`config.mk`:
```
export PLATFORM = sky130hd
export DESIGN_NAME = mem_lsu
export DESIGN_NICKNAME = d
export VERILOG_FILES = /design/src/rtl/mem_lsu.sv
export SDC_FILE = /design/constraint.sdc
export NUM_CORES = 1
export LEC_CHECK = 0
export ABC_AREA = 1
export CORE_MARGIN = 2
export CORE_UTILIZATION = 35
export CTS_BUF_LIST = sky130_fd_sc_hd__clkbuf_8
export CTS_CLUSTER_DIAMETER = 150
export DETAILED_ROUTE_END_ITERATION = 8
export MAX_ROUTING_LAYER = met4
export PLACE_DENSITY = 0.77
export SLEW_MARGIN = 10
export SYNTH_ARGS = -nofsm -noshare
export SYNTH_HDL_FRONTEND = slang
export SYNTH_SLANG_ARGS = --single-unit
```
`constraint.sdc`:
```
create_clock -name CLK -period 2 [get_ports CLK]
set_input_delay 0.2 -clock CLK [delete_from_list [all_inputs] [get_ports CLK]]
set_output_delay 0.2 -clock CLK [all_outputs]
set_load 0.05 [all_outputs]
```
`src/rtl/mem_lsu.sv`:
```
// Load/store unit: one RV32I load/store per request, issued as a word-aligned byte-strobed
// bus access; stalls the pipeline until the access completes, errors out, or is flushed.
module mem_lsu #(
  parameter int TIMEOUT = 255
) (
  input  logic        CLK,
  input  logic        RST_N,
  input  logic        FLUSH,
  input  logic        LS_VALID,
  input  logic        LS_WE,
  input  logic [2:0]  LS_FUNCT3,
  input  logic [31:0] LS_ADDR,
  input  logic [31:0] LS_WDATA,
  output logic        LS_STALL,
  output logic        LS_DONE,
  output logic [31:0] LS_RDATA,
  output logic        LS_ERR,
  output logic        MEM_REQ,
  output logic        MEM_WE,
  output logic [31:0] MEM_ADDR,
  output logic [3:0]  MEM_STRB,
  output logic [31:0] MEM_WDATA,
  input  logic        MEM_READY,
  input  logic        MEM_RVALID,
  input  logic [31:0] MEM_RDATA
);

  localparam int CW = (TIMEOUT > 2) ? $clog2(TIMEOUT) : 1;

  typedef enum logic [2:0] {S_IDLE, S_REQ, S_RWAIT, S_DONE, S_DRAIN} state_t;

  state_t          state_q, state_d;
  logic            we_q;
  logic [2:0]      f3_q;
  logic [31:0]     addr_q;
  logic [31:0]     wdata_q;
  logic            err_q, err_d;
  logic [31:0]     rdata_q;
  logic [CW-1:0]   cnt_q;
  logic            latch_req;
  logic            load_rdata;
  logic            misaligned_in;
  logic            waiting;
  logic            to_hit;
  logic [1:0]      a;
  logic [3:0]      strb;
  logic [31:0]     lane_wdata;
  logic [7:0]      ld_byte;
  logic [15:0]     ld_half;
  logic [31:0]     ld_data;

  assign a = addr_q[1:0];

  // funct3[1:0]: 00 byte, 01 half, anything else treated as a word access
  assign misaligned_in = (LS_FUNCT3[1:0] == 2'b01 && LS_ADDR[0]) ||
                         (LS_FUNCT3[1] && LS_ADDR[1:0] != 2'b00);

  assign waiting = (state_q == S_REQ) || (state_q == S_RWAIT) || (state_q == S_DRAIN);
  assign to_hit  = (TIMEOUT != 0) && (cnt_q == CW'(TIMEOUT - 1));

  always_comb begin
    strb       = 4'b1111;
    lane_wdata = wdata_q;
    case (f3_q[1:0])
      2'b00: begin
        strb       = 4'b0001 << a;
        lane_wdata = {4{wdata_q[7:0]}};
      end
      2'b01: begin
        strb       = 4'b0011 << a;
        lane_wdata = {2{wdata_q[15:0]}};
      end
      default: ;
    endcase
  end

  assign ld_byte = MEM_RDATA[{a, 3'b000} +: 8];
  assign ld_half = MEM_RDATA[{a[1], 4'b0000} +: 16];

  always_comb begin
    ld_data = MEM_RDATA;
    case (f3_q)
      3'b000:  ld_data = {{24{ld_byte[7]}}, ld_byte};
      3'b001:  ld_data = {{16{ld_half[15]}}, ld_half};
      3'b100:  ld_data = {24'b0, ld_byte};
      3'b101:  ld_data = {16'b0, ld_half};
      default: ld_data = MEM_RDATA;
    endcase
  end

  always_comb begin
    state_d    = state_q;
    err_d      = err_q;
    latch_req  = 1'b0;
    load_rdata = 1'b0;
    case (state_q)
      S_IDLE: begin
        if (!FLUSH && LS_VALID) begin
          latch_req = 1'b1;
          err_d     = misaligned_in;
          state_d   = misaligned_in ? S_DONE : S_REQ;
        end
      end
      S_REQ: begin
        // a load accepted in the flush cycle still owes us a response, so drain it
        if (FLUSH)
          state_d = (MEM_READY && !we_q) ? S_DRAIN : S_IDLE;
        else if (MEM_READY)
          state_d = we_q ? S_DONE : S_RWAIT;
        else if (to_hit) begin
          err_d   = 1'b1;
          state_d = S_DONE;
        end
      end
      S_RWAIT: begin
        // response arriving together with the flush is already consumed
        if (FLUSH)
          state_d = MEM_RVALID ? S_IDLE : S_DRAIN;
        else if (MEM_RVALID) begin
          load_rdata = 1'b1;
          state_d    = S_DONE;
        end else if (to_hit) begin
          err_d   = 1'b1;
          state_d = S_DONE;
        end
      end
      S_DRAIN: begin
        if (MEM_RVALID || to_hit)
          state_d = S_IDLE;
      end
      S_DONE:  state_d = S_IDLE;
      default: state_d = S_IDLE;
    endcase
  end

  always_ff @(posedge CLK or negedge RST_N) begin
    if (!RST_N) begin
      state_q <= S_IDLE;
      we_q    <= 1'b0;
      f3_q    <= 3'b000;
      addr_q  <= 32'h0;
      wdata_q <= 32'h0;
      err_q   <= 1'b0;
      rdata_q <= 32'h0;
      cnt_q   <= '0;
    end else begin
      state_q <= state_d;
      err_q   <= err_d;
      if (latch_req) begin
        we_q    <= LS_WE;
        f3_q    <= LS_FUNCT3;
        addr_q  <= LS_ADDR;
        wdata_q <= LS_WDATA;
      end
      if (load_rdata)
        rdata_q <= ld_data;
      if (state_d != state_q)
        cnt_q <= '0;
      else if (waiting)
        cnt_q <= cnt_q + 1'b1;
    end
  end

  assign LS_STALL  = (state_q != S_IDLE) && (state_q != S_DONE);
  assign LS_DONE   = (state_q == S_DONE);
  assign LS_ERR    = LS_DONE && err_q;
  assign LS_RDATA  = (LS_DONE && (we_q || err_q)) ? 32'h0 : rdata_q;
  assign MEM_REQ   = (state_q == S_REQ);
  assign MEM_WE    = MEM_REQ && we_q;
  assign MEM_ADDR  = MEM_REQ ? {addr_q[31:2], 2'b00} : 32'h0;
  assign MEM_STRB  = MEM_REQ ? strb : 4'b0000;
  assign MEM_WDATA = MEM_REQ ? lane_wdata : 32'h0;

endmodule

```
==> run summary, run 1 <==
Port buffering added 208 buffers. Summed over all layers, the routed wires come to 18.7 mm. The critical path contains buffers and inverters numbering 3 combined.

Based on the critical path, the design can be clocked at up to 502 MHz. The number of placement rows is 47. The largest stage delay on the critical path came out at 0.45 ns.

The sequential element share of the synthesized area is 46.5%. After detailed routing, the average wire length per cell comes to 15.0 um. Leaving out filler cells and counting taps, the final layout contains 1250.

The tree is rooted in a sky130_fd_sc_hd__clkbuf_8. The number of violations reported at the end of detailed-routing iteration 0 came out at 406. The power density of the placed cells came out at 1720 nW/um^2. The fraction of synthesized cell area in xor and xnor cells is 1.02%. The via count of the first global-routing pass came out at 5878.

The CTS tree is yes. The CTS buffer count is 9. Dividing the final minimum period by the clock period gives 99.7%. The initial antenna violation count came to 0. The worst setup path is launched from a flop. The overall die height came out at 135 um. The flip-flop and latch count after synthesis is 112. The number of distinct standard cells referenced by the synthesized netlist is 38. The worst supply voltage drop on vdd came out at 0.00105 V. Clock-pin slew was measured on the worst setup and hold paths at 0.11 ns. The sort of element at the end of the critical path is an output port.

Walking the worst path, the cells encountered are buf_4 > nand2_4 > buf_6 > nor2_1 > buf_12. The kind of cell with the highest combined delay along the critical path is buffers and inverters. 211 I/O pins were placed.

The number of synthesis warnings came out at 0. The number of maximum-capacitance violations came out at 0. The required time at the worst-slack endpoint is 1.80 ns. Detailed placement finished with a half-perimeter wire length of 14.0 mm. The synthesized netlist devotes 0.415% of its cell area to adder and majority cells. The hold violation count in the final report is 0. The final antenna-violating net count is 0. The largest individual stage delay along the critical path comes from the cell sky130_fd_sc_hd__dfrtp_2. Setup repair after global routing could not meet its margin everywhere. In the synthesized netlist the dominant register cell turns out to be sky130_fd_sc_hd__dfrtp_1. The area of all placed cells without fillers is 9290 um^2. The number of enable-type register cells in the synthesized netlist came out at 0. The global-route wire length before repair came out at 29.8 mm. The netlist area before placement is 6030 um^2. The clock latency of the later-clocked register in the worst-skew pair is 0.39 ns. At the end of routability-driven placement, the weighted congestion stood at 0.906.

The global router's overall resource usage came out at 21.3%. The post-synthesis mux area share is 0.166%. For this run, asynchronously set or reset flops after synthesis account for 100%. Including well taps, the total number of placed cells is 1225. The critical path start-end classification is flop to output port.

The synthesized netlist devotes 15.6% of its cell area to compound gates. Counting every sink on the clock net gives 112. The leakage component of the power is 4.33 nW. The flow ran to the end, and the final reports show no timing, DRC or antenna violations. The effective utilization at floorplan is 36.1%.

The worst setup skew after layout came out at 0.0112 ns. By area, the combinational part of the netlist is dominated by simple AND/OR/NAND/NOR gates. Across all layers, the routed design uses 5970 vias. The maximum count of clock buffers along a single path is 2. The number of endpoints failing setup at the final stage came out at 0. The depth of the CTS H-tree came out at 3. The maximum fanout along the worst path is 36. The share of synthesized cell area in and, or, nand and nor gates is 24.1%.

The die width is 135 um. The mean cell area of the mapped netlist came out at 7.34 um^2. Data on the critical path arrives at its endpoint at 1.79 ns. The count of nets after finishing is 1133.

The die covers 18300 um^2. The first-pass iteration count of the detailed router came out at 7. The via density per instance came out at 4.78. After detailed routing, the number of remaining DRC violations is 0.

The number of antenna diodes in the final layout is 0. The area overhead of the layout relative to synthesis came out at 54.1%. The aggregate global routing overflow is 0.

Entering global routing, the biggest net connects 60 pins. In this run the worst hold path is classified as input pin to asynchronous set/reset pin. The core area came out at 16700 um^2.

The number of pins with negative max-slew slack in the final report is 0. After detailed placement, the total cell area comes to 8700 um^2. The worst path in the final design needs a cycle of 1.99 ns, including I/O delays and setup.

The cell count after synthesis came out at 821. The post-route netlist has 21.5% of its cells at a drive strength greater than 1. The layout filler cell count is 1529.
==> flip-flops by register name, indices dropped and copies added (netlist names) <==
signal,flops
state_q,3
addr_q,32
f3_q,3
wdata_q,32
rdata_q,32
err_q,1
cnt_q,8
we_q,1
==> logic make-up after synthesis <==
logic type,after synthesis
and+or+nand+nor,361
buffers and inverters,171
AOI/OAI and AO/OA,166
DFF,112
xor gates and xnor gates,7
adders and majority gates,2
other,1
muxes,1
==> cell usage in the layout, fill, tap and decap left out, types with 3 or more instances in the layout <==
| master | synthesis | layout |
|---|---|---|
| sky130_fd_sc_hd__a21oi_1 | 29 | 27 |
| sky130_fd_sc_hd__a21oi_2 | 1 | 3 |
| sky130_fd_sc_hd__a221oi_1 | 3 | 3 |
| sky130_fd_sc_hd__a31oi_1 | 9 | 9 |
| sky130_fd_sc_hd__a32oi_1 | 5 | 5 |
| sky130_fd_sc_hd__buf_12 | 0 | 52 |
| sky130_fd_sc_hd__buf_4 | 11 | 42 |
| sky130_fd_sc_hd__buf_6 | 4 | 36 |
| sky130_fd_sc_hd__bufinv_16 | 0 | 3 |
| sky130_fd_sc_hd__clkbuf_8 | 0 | 9 |
| sky130_fd_sc_hd__clkdlybuf4s50_1 | 0 | 104 |
| sky130_fd_sc_hd__clkinvlp_4 | 0 | 3 |
| sky130_fd_sc_hd__dfrtp_1 | 112 | 109 |
| sky130_fd_sc_hd__dfrtp_2 | 0 | 3 |
| sky130_fd_sc_hd__inv_1 | 123 | 118 |
| sky130_fd_sc_hd__inv_2 | 2 | 6 |
| sky130_fd_sc_hd__inv_6 | 0 | 3 |
| sky130_fd_sc_hd__nand2_1 | 193 | 191 |
| sky130_fd_sc_hd__nand2_2 | 2 | 3 |
| sky130_fd_sc_hd__nand3_1 | 10 | 10 |
| sky130_fd_sc_hd__nand4_1 | 4 | 4 |
| sky130_fd_sc_hd__nor2_1 | 140 | 100 |
| sky130_fd_sc_hd__nor2_2 | 3 | 41 |
| sky130_fd_sc_hd__nor2_4 | 2 | 4 |
| sky130_fd_sc_hd__o211ai_1 | 4 | 4 |
| sky130_fd_sc_hd__o21ai_0 | 84 | 77 |
| sky130_fd_sc_hd__o21ai_1 | 2 | 7 |
| sky130_fd_sc_hd__o21ai_2 | 1 | 3 |
| sky130_fd_sc_hd__o22ai_1 | 24 | 23 |
| sky130_fd_sc_hd__xor2_1 | 7 | 7 |
==> where the power goes <==
group          switching [W]  internal, W  leakage [nW]
logic                0.00657      0.00372          2.84
registers           0.000649      0.00330          1.37
clock network       0.000846     0.000846         0.121
==> synthesized netlist by cell type, types with 3 or more instances <==
master                     number  share of area [%]
sky130_fd_sc_hd__a21oi_1       29                2.4
sky130_fd_sc_hd__a221oi_1       3               0.44
sky130_fd_sc_hd__a31oi_1        9               0.93
sky130_fd_sc_hd__a32oi_1        5               0.73
sky130_fd_sc_hd__buf_2         11               0.91
sky130_fd_sc_hd__buf_4         11                1.4
sky130_fd_sc_hd__buf_6          4               0.75
sky130_fd_sc_hd__clkbuf_1      17                1.1
sky130_fd_sc_hd__dfrtp_1      112                 47
sky130_fd_sc_hd__inv_1        123                7.7
sky130_fd_sc_hd__nand2_1      193                 12
sky130_fd_sc_hd__nand3_1       10               0.83
sky130_fd_sc_hd__nand4_1        4               0.42
sky130_fd_sc_hd__nor2_1       140                8.7
sky130_fd_sc_hd__nor2_2         3               0.31
sky130_fd_sc_hd__o211ai_1       4               0.50
sky130_fd_sc_hd__o21ai_0       84                7.0
sky130_fd_sc_hd__o22ai_1       24                2.5
sky130_fd_sc_hd__xor2_1         7                1.0
==> final cells by class <==
type / instances / area, um^2 / area share [%]
clock buffer: 9 / 124 / 1.33
clock inverter: 7 / 124 / 1.33
inverter: 127 / 482 / 5.19
multi-input combinational: 539 / 2650 / 28.6
sequential: 112 / 2810 / 30.2
tap: 220 / 275 / 2.96
timing repair buffer: 235 / 2810 / 30.3
timing repair inverter: 1 / 7.51 / 0.0809
==> worst paths after layout <==
kind / startpoint / cells past startpoint / slack [ns] / end
max: state_q[0] / 5 / 0.007 / MEM_ADDR[28]
min: RST_N / 2 / 0.30 / rdata_q[11]
max reg2reg: state_q[0] / 9 / 0.16 / err_q
min reg2reg: wdata_q[30] / 2 / 0.48 / wdata_q[30]
max in group asynchronous: RST_N / 3 / 0.89 / state_q[1]
min in group CLK: LS_WDATA[10] / 3 / 0.34 / wdata_q[10]
==> per-stage QoR <==
| stage | util, % | hold slack (ns) | power, W | setup slack (ns) | TNS, ns |
|---|---|---|---|---|---|
| 6_report | 55.6 | 0.295 | 0.0159 | 0.00699 | 0 |
| 5_1_grt | 55.6 | 0.320 | 0.0169 | -0.0699 | -2.29 |
| 4_1_cts | 54.4 | 0.300 | 0.0156 | -0.00337 | -0.00337 |
| 3_5_place_dp | 52.1 | 0.176 | 0.0136 | 0.227 | 0 |
| 3_3_place_gp | 52.1 | 0.177 | 0.0134 | 0.261 | 0 |
| 2_1_floorplan | - | -0.0956 | 0.0102 | -0.319 | -7.97 |
==> routing by layer <==
metal | vias up | GRT usage [%] | part of all wire (%)
li1 | 2974 | - | -
met1 | 2721 | 26.2 | 43
met2 | 233 | 34.7 | 47
met3 | 42 | 4.68 | 7.1
met4 | 0 | 7.99 | 3.1
met5 | - | - | 0
==> timing repair <==
action / 4_1_cts / 5_1_grt
setup endpoints to repair: 94 / 85
hold buffers: 1 / 0
setup buffers: 6 / 1
gates cloned: 1 / 0
hold endpoints to repair: 30 / 0
gates resized for setup: 33 / 56
pin swaps: 2 / 0
No activity file was read; power rests on OpenSTA's default activity.
==> run 2, diff against run 1 <==
--- a/config.mk
+++ b/config.mk
@@ -7,12 +7,12 @@
 export LEC_CHECK = 0
 export ABC_AREA = 1
 export CORE_MARGIN = 2
-export CORE_UTILIZATION = 35
+export CORE_UTILIZATION = 47
 export CTS_BUF_LIST = sky130_fd_sc_hd__clkbuf_8
 export CTS_CLUSTER_DIAMETER = 150
 export DETAILED_ROUTE_END_ITERATION = 8
 export MAX_ROUTING_LAYER = met4
-export PLACE_DENSITY = 0.77
+export PLACE_DENSITY = 0.95
 export SLEW_MARGIN = 10
 export SYNTH_ARGS = -nofsm -noshare
 export SYNTH_HDL_FRONTEND = slang
==> run summary, run 2 (synthesis gave the netlist of run 1 again) <==
The root buffer cell chosen for the clock tree is sky130_fd_sc_hd__clkbuf_8. The tightest slew margin relative to the limit is 60.7%. The clock drives 112 sinks. The highest clock rate is 484 MHz.

In this run the power density over the cells is 1740 nW/um^2. The ratio of final minimum period to clock period came out at 103%. The global placement routability congestion came out at 0.973.

The number of non-filler instances in the completed layout is 1217. The smallest clock period supported by the final layout is computed as 2.07 ns. The maximum number of pins on one net before global-route repair came out at 68. The die width came out at 117 um. After clock tree synthesis, the clock-pin slew on the worst setup and hold paths is 0.12 ns. The sort of element at the end of the critical path is an output port. The total power after layout is 0.0167 W. The hold violation count in the final report is 0.

The detailed router used layers up to and including met4. The leakage component of the power is 4.42 nW. The checks that failed: setup timing. The HPWL reported at the end of detailed placement is 14.2 mm. The slew at the pin closest to its max-slew limit is 0.589 ns.

TritonCTS built the clock tree. The global-route wire length before repair is 31.5 mm. The path class of the tightest hold or removal check is input pin to flop. The critical path is of the flop to output port type. The number of instances in the placed design came out at 1180. The worst-case IR drop observed on VDD is 0.00112 V. The signal on the critical path passes through buf_6 > nor2_4 > nand2_4 > buf_8 > clkbuf_16 > nor2_4 > buf_12. The CTS buffer count is 9. Wire segments on met3 add up to 2.05 mm in the final route.

The number of violations reported at the end of detailed-routing iteration 0 came out at 914. After the last flow step, the layout net total stands at 1146. Timing analysis after detailed placement gives a worst setup slack of 0.189 ns. In the layout the commonest cells are sky130_fd_sc_hd__nand2_1, sky130_fd_sc_hd__inv_1, sky130_fd_sc_hd__dfrtp_1. Using the TritonRoute via totals, the vias-per-cell ratio works out to 5.44.

In the routed design, unresolved DRC markers number 0. The core area came out at 12600 um^2. The worst setup margin is -0.0677 ns. The slowest stage of the critical path belongs to the cell sky130_fd_sc_hd__dfrtp_2. Global routing consumed, over all layers together, 30.5% of the routing resources. In this run the number of H-tree levels came out at 3.

The run finished, with violations left. The overall via count from detail_route is 6623. The effective utilization at floorplan came out at 47.9%. The worst setup skew after layout came out at 0.0188 ns.

The largest stage delay on the critical path came out at 0.45 ns. The sort of element at the start of the critical path is a flop. The share of layout cells above drive strength 1 is 23.3%. The clock latency of the later-clocked register in the worst-skew pair is 0.38 ns. In the final layout, the registers with the most flip-flops are addr_q (32), rdata_q (32), wdata_q (32). The final antenna-violating net count is 0.

The number of endpoints failing setup at the final stage is 54. The maximum fanout along the worst path is 8. The data arrival time of the critical path is 1.87 ns. The kind of cell with the highest combined delay along the critical path is buffers and inverters. The first detailed-routing pass ran for 7 iterations. The count of buffer and inverter cells on the critical path is 4.

The total met2 wirelength after detailed routing is 11.4 mm. The number of buffer cells added on primary ports is 208. The maximum count of clock buffers along a single path is 2.

The aggregate global routing overflow is 0. The area overhead of the layout relative to synthesis is 59.3%. The overall die height is 117 um. The initial antenna violation count was 2.

The post-detailed-routing wire length came out at 22.5 mm. The most common library cell in the layout ignoring fill and taps is sky130_fd_sc_hd__nand2_1. The via count of the first global-routing pass came out at 6427. The number of pins with negative max-slew slack in the final report came out at 0. The average routed wire per standard cell is 18.5 um.

The die outline area came out at 13700 um^2. In this run the core area contains 41 standard-cell rows. The length of routed wiring on met1 came out at 8.03 mm. Setup repair after global routing could not meet its margin everywhere. The reg2reg setup slack came out at 0.03 ns.

The required time at the worst-slack endpoint came out at 1.80 ns. The most numerous cell type found on the critical path is sky130_fd_sc_hd__nor2_4. The placed instance area is 8660 um^2. Max-cap violations in this run came to 0. In this run the count of I/O pins placed on the die edge is 211. The area of all placed cells without fillers came out at 9600 um^2.
==> run 2: worst register-to-register path, stage by stage, from the launching register on <==
cell and delay [ns]:
sky130_fd_sc_hd__dfrtp_2 0.46, sky130_fd_sc_hd__buf_4 0.14, sky130_fd_sc_hd__buf_4 0.14, sky130_fd_sc_hd__nor2_2 0.17, sky130_fd_sc_hd__nand2_2 0.11, sky130_fd_sc_hd__nor2_4 0.20
sky130_fd_sc_hd__buf_12 0.28, sky130_fd_sc_hd__nand2_1 0.14, sky130_fd_sc_hd__o21ai_0 0.20
==> run 2: cell type report <==
cell class                      instances  area [um^2]
Timing Repair Buffer                  248         3040
Fill cell                             826         2970
Multi-Input combinational cell        539         2850
Sequential cell                       112         2810
Inverter                              127          484
Tap cell                              172          215
Clock buffer                           11          151
Clock inverter                          5         37.5
Timing Repair inverter                  1         5.00
Antenna cell                            2         5.00
==> run 2: final timing paths <==
check,from,to,depth (start not counted)
min in group asynchronous,RST_N,addr_q[19],2
min,LS_WDATA[9],wdata_q[9],3
max,state_q[1],MEM_ADDR[22],7
max in group asynchronous,RST_N,state_q[1],3
max reg2reg,state_q[0],addr_q[19],8
min reg2reg,wdata_q[21],wdata_q[21],2
==> run 2: stage by stage <==
stage | util (%) | setup TNS (ns) | hold WS [ns]
final | 76.4 | -1.93 | 0.339
after global routing | 76.4 | -7.10 | 0.346
after CTS | 72.4 | 0 | 0.343
after detailed placement | 68.9 | 0 | 0.227
after global placement | 68.9 | 0 | 0.223
after floorplan | - | -7.97 | -0.0956
==> run 2: repair_timing <==
item,in CTS,in global routing
buffers inserted,5,6
cloned,0,7
setup endpoints to repair,83,70
hold buffers,1,0
gates resized for setup,71,74
pin swaps,1,6
hold endpoints to repair,38,0
==> run 2: metal layers <==
layer  vias up  global-route usage, %
met4         0                   12.5
met5         -                      -
met1      3084                   37.1
met2       435                   50.6
met3       101                   5.15
li1       3003                      -
==> run 2: where the power goes <==
part | internal (W) | switching (W) | total (W)
sequential | 0.00330 | 0.000709 | 0.00401
clock | 0.000531 | 0.000837 | 0.00137
combinational | 0.00405 | 0.00725 | 0.0113
total | 0.00788 | 0.00880 | 0.0167
